<file path="src/rtl/line_adaptor_pkg.sv">
// Shared types and sizes for the line-to-burst memory adaptor.
// Optional perf counters in the top are enabled by LINE_ADAPTOR_PERF_EN.
package line_adaptor_pkg;

  localparam int BEATS    = 4;
  localparam int BEAT_W   = 64;
  localparam int LINE_W   = 256;
  localparam int OFFSET_W = 5;

  typedef enum logic [1:0] {
    IDLE,
    READ,
    WRITE,
    DONE
  } state_t;

endpackage

</file>
<file path="src/rtl/line_burst_adaptor.sv">
// Splits 256-bit line requests into 4 x 64-bit memory bursts.
// Define LINE_ADAPTOR_PERF_EN to add rd_count_o / wr_count_o.
module line_burst_adaptor
  import line_adaptor_pkg::*;
(
  input  logic          clk,
  input  logic          rst,
  input  logic [26:0]   addr_i,
  input  logic          read_i,
  input  logic          write_i,
  input  logic [255:0]  line_i,
  output logic [255:0]  line_o,
  output logic          resp_o,
  output logic [31:0]   mem_addr_o,
  output logic          mem_read_o,
  output logic          mem_write_o,
  output logic [63:0]   mem_burst_o,
  input  logic [63:0]   mem_burst_i,
  input  logic          mem_resp_i
`ifdef LINE_ADAPTOR_PERF_EN
  ,
  output logic [31:0]   rd_count_o,
  output logic [31:0]   wr_count_o
`endif
);

  state_t              state, state_n;
  logic [1:0]          cnt;
  logic [26:0]         addr_q;
  logic [LINE_W-1:0]   wbuf;
  logic [LINE_W-1:0]   rbuf;
  logic [LINE_W-1:0]   rbuf_n;
  logic                last;

  assign last       = mem_resp_i && (cnt == 2'(BEATS - 1));
  assign mem_addr_o = {addr_q, {OFFSET_W{1'b0}}};

  always_ff @(posedge clk) begin
    if (rst) state <= IDLE;
    else     state <= state_n;
  end

  always_comb begin
    state_n     = state;
    mem_read_o  = 1'b0;
    mem_write_o = 1'b0;
    resp_o      = 1'b0;
    mem_burst_o = '0;
    unique case (state)
      IDLE: begin
        if (write_i)     state_n = WRITE;
        else if (read_i) state_n = READ;
      end
      READ: begin
        mem_read_o = 1'b1;
        if (last) state_n = DONE;
      end
      WRITE: begin
        mem_write_o = 1'b1;
        mem_burst_o = wbuf[{cnt, 6'd0} +: BEAT_W];
        if (last) state_n = DONE;
      end
      DONE: begin
        resp_o  = 1'b1;
        state_n = IDLE;
      end
      default: state_n = IDLE;
    endcase
  end

  // Beats land in rbuf; line_o is only updated once the line is whole.
  always_comb begin
    rbuf_n = rbuf;
    rbuf_n[{cnt, 6'd0} +: BEAT_W] = mem_burst_i;
  end

  always_ff @(posedge clk) begin
    if (rst) begin
      cnt    <= '0;
      addr_q <= '0;
      wbuf   <= '0;
      rbuf   <= '0;
      line_o <= '0;
    end else begin
      unique case (state)
        IDLE: begin
          if (write_i) begin
            addr_q <= addr_i;
            wbuf   <= line_i;
            cnt    <= '0;
          end else if (read_i) begin
            addr_q <= addr_i;
            cnt    <= '0;
          end
        end
        READ: begin
          if (mem_resp_i) begin
            rbuf <= rbuf_n;
            if (last) line_o <= rbuf_n;
            else      cnt    <= cnt + 2'd1;
          end
        end
        WRITE: begin
          if (mem_resp_i && !last) cnt <= cnt + 2'd1;
        end
        DONE: ;
        default: ;
      endcase
    end
  end

`ifdef LINE_ADAPTOR_PERF_EN
  always_ff @(posedge clk) begin
    if (rst) begin
      rd_count_o <= '0;
      wr_count_o <= '0;
    end else begin
      if (state == READ && last)  rd_count_o <= rd_count_o + 32'd1;
      if (state == WRITE && last) wr_count_o <= wr_count_o + 32'd1;
    end
  end
`endif

endmodule
</file>
<file path="config.mk">
export PLATFORM = sky130hd
export DESIGN_NAME = line_burst_adaptor
export DESIGN_NICKNAME = d
export VERILOG_FILES = /design/src/rtl/line_adaptor_pkg.sv /design/src/rtl/line_burst_adaptor.sv
export SDC_FILE = /design/constraint.sdc
export NUM_CORES = 2
export LEC_CHECK = 0
export BUFFER_PORTS_ARGS = -buffer_cell sky130_fd_sc_hd__buf_4
export CAP_MARGIN = 30
export CORE_AREA = 2 2 275 277
export DETAILED_ROUTE_END_ITERATION = 8
export DIE_AREA = 0 0 277 279
export MAX_ROUTING_LAYER = met4
export PLACE_DENSITY = 0.7
export SYNTH_ARGS = -nofsm -noshare
export SYNTH_HDL_FRONTEND = slang
export SYNTH_SLANG_ARGS = --single-unit
</file>
<file path="constraint.sdc">
create_clock -name clk -period 2.6 [get_ports clk]
set_input_delay 0.26 -clock clk [delete_from_list [all_inputs] [get_ports clk]]
set_output_delay 0.26 -clock clk [all_outputs]
set_load 0.02 [all_outputs]
</file>
==> impl_metrics.json <==
{
  "dp.cells": 4742,
  "synth_largest_type_area_fraction_pct": 50.7,
  "most-common-layout-cells": "dfxtp_1, buf_4, nand2_1, a21oi_1, dlygate4sd3_1",
  "synthesis.instances": 3328,
  "yosys_warnings": 0,
  "p_leak_nw": 16.7,
  "worstHoldPathType": "primary input to register",
  "ratio_of_routed_vias_to_standard_cells": 5.66,
  "critPathLaunchType": "register",
  "htree_levels": 3,
  "via_count": 29800,
  "drt-wirelength-per-cell_microns": 21.5,
  "syn_area_per_cell_sq_um": 8.72,
  "timing_worst_slew_pin_value_ns": 1.05,
  "synthDominantAreaCellType": "dfxtp_1",
  "port_buffers": 701,
  "final.setup.worst_slack_ns": -0.0109,
  "final-setup-viol-count": 1,
  "failed_checks": "negative setup slack",
  "fp.dieH_microns": 279,
  "drc": 0,
  "post-layout-total-power_mw": 34.8,
  "starting_drc_count_in_detailed_routing": 2954,
  "floorplan.initialDensity_pct": 39.2,
  "cp_cell_sequence": "buf_16 -> mux4_2 -> and2_4 -> buf_6",
  "skew_ns": 0.0378,
  "final_common_cell": "dfxtp_1",
  "tritoncts_clock_tree": "yes",
  "maximum_clock_rate_mhz": 383,
  "drv.max_cap_violation_count": 0,
  "synth.top_cells.by_area": "dfxtp_1, nand2_1, a21oi_1, mux4_2, o21ai_0",
  "maxSlewHeadroom_pct": 29.7,
  "maxSlewViolCount": 0,
  "layout-drive-gt1-share_pct": 24.4,
  "post_route_insts_no_fill": 5271,
  "area_growth_pct": 43.4,
  "global_route.overflow_total": 0,
  "post_synthesis_instance_area_sq_um": 29000,
  "crit_fanout": 32,
  "run_status": "complete, but fails checks",
  "floorplan.core_area_sq_um": 74100,
  "ant_nets": 0,
  "crit_required_ns": 2.34,
  "layout_worst_path_cycle_share_pct": 100,
  "vdd.ir_drop.worst_uv": 659,
  "arrival_ns": 2.35,
  "finalCoreUtilization_pct": 56.2,
  "post_route_cell_area_sq_um": 41600,
  "synth_cell_type_count": 39,
  "postPlaceCellArea_sq_um": 35000,
  "place.gp.congestion": 0.927,
  "number_of_global_route_vias_before_repair": 29000,
  "die_x_microns": 277,
  "critPathCaptureType": "output port",
  "yosys_register_bits": 735,
  "cts.reportedPaths.clkPinSlew_ns": 0.06,
  "ioPinCount": 707,
  "clockRootBuffer": "clkbuf_16",
  "power_density_nw_per_um2": 837,
  "num-nets-final": 4570,
  "clk-insertion-delay-late_ns": 0.63,
  "final_critical_path_required_period_ns": 2.61,
  "synth_sequential_area_ratio_pct": 50.7,
  "tns_ns": -0.0109,
  "grt_max_degree": 190,
  "postRouteWirelength_microns": 113000,
  "clk_path_buf_depth": 3,
  "fp.dieArea_sq_um": 77300,
  "category_of_the_most_critical_setup_path": "register to output port",
  "cpMaxStageDelayCell": "mux4_2",
  "hpwl_microns": 69400,
  "critical-path-max-stage-delay_ns": 0.60,
  "cts_num_sinks": 735,
  "number_of_buffers_inserted_during_clock_tree_synthesis": 79,
  "final-hold-violation-count": 0,
  "drtPass1Iterations": 5,
  "rows": 100,
  "global_route_wire_length_before_repair_microns": 172000,
  "rsz0062_at_grt": "yes",
  "antenna_found_initial": 30,
  "grt_use_total_pct": 28.8
}
metal layers:
| metal | track usage [%] | wire (microns) |
|---|---|---|
| met5 | - | 0 |
| met4 | 15.9 | 6590 |
| met3 | 5.66 | 8840 |
| met2 | 44.6 | 52500 |
| met1 | 35.4 | 45600 |
metrics by stage:
stage | setup WS (ns) | hold WS, ns
after floorplan | 0.417 | 0.396
after global routing | -0.0809 | 0.0411
after global placement | 0.410 | 0.440
after CTS | -0.0176 | 0.0168
after detailed placement | 0.368 | 0.443
final | -0.0109 | 0.0381
final timing paths:
kind / startpoint / to / slack [ns] / cells after the start
min reg2reg: wbuf[170]$_SDFFE_PP0P_ / wbuf[170]$_SDFFE_PP0P_ / 0.45 / 2
max: cnt[0]$_SDFFE_PP0P_ / mem_burst_o[26] / -0.01 / 4
min: write_i / state[0]$_SDFFE_PP0P_ / 0.04 / 3
max reg2reg: cnt[0]$_SDFFE_PP0P_ / line_o[39]$_SDFFE_PP0P_ / 0.16 / 7
kinds of logic (layout without fill, tap and decap cells):
| family | count (synthesis) | count (layout) | synth area share [%] |
|---|---|---|---|
| simple gates | 1058 | 1058 | 15.6 |
| compound gates | 1042 | 1042 | 21.9 |
| flops | 735 | 735 | 50.7 |
| buf+inv | 414 | 1353 | 6.32 |
| mux | 67 | 67 | 5.07 |
| fa+ha+maj | 11 | 11 | 0.474 |
| other cells | 1 | 36 | 0.0129 |
what timing repair did:
item                                    4_1_cts  5_1_grt
pin swaps                                     2        1
endpoints found under the hold margin       641        0
endpoints found under the setup margin       64       37
setup buffers                                 1        2
gates cloned                                  2        0
resized for setup                            54       22
hold buffers                                348        0
synthesized netlist by cell type (all sizes together):
cell     instances
buf            133
nor2           167
mux2i            3
o21a             1
nand3          115
nand3b          47
conb             1
nand2b           1
a21boi           1
and3             2
nor3b            1
nand2          652
a221oi          83
o32ai           64
or3              1
inv             72
and3b            2
clkbuf         209
and2            66
nor2b            1
a32oi          147
mux4            64
dfxtp          735
a2111oi          1
and4b            1
a2111o           1
o21ai          285
and4bb           2
a21o             1
a21oi          458
ha              11
layout make-up:
| class | count | area (sq um) |
|---|---|---|
| inverters | 72 | 278 |
| fillers | 6227 | 32500 |
| diodes | 31 | 77.6 |
| clock buffers | 119 | 2380 |
| flip-flops and latches | 735 | 14700 |
| multi-input cells | 2183 | 12700 |
| well taps | 969 | 1210 |
| repair buffers | 1136 | 9970 |
| clock inverters | 26 | 325 |
power by group:
group / total, mW / internal [mW] / switching (mW)
clock network: 11.6 / 6.70 / 4.87
logic: 10.4 / 3.84 / 6.58
registers: 12.9 / 12.2 / 0.608
sequential cells by signal (all words and copies together), names as in the netlist:
register / cells
cnt: 2
addr_q: 27
state: 2
wbuf: 256
line_o: 256
rbuf: 192
worst max-delay path, delay by kind of cell, from the launching register on:
kind	cells	cell delay, ns
simple gates	1	0.19
flops	1	0.47
buf+inv	2	0.44
mux	1	0.60
Power figures use the tool's default switching activity.
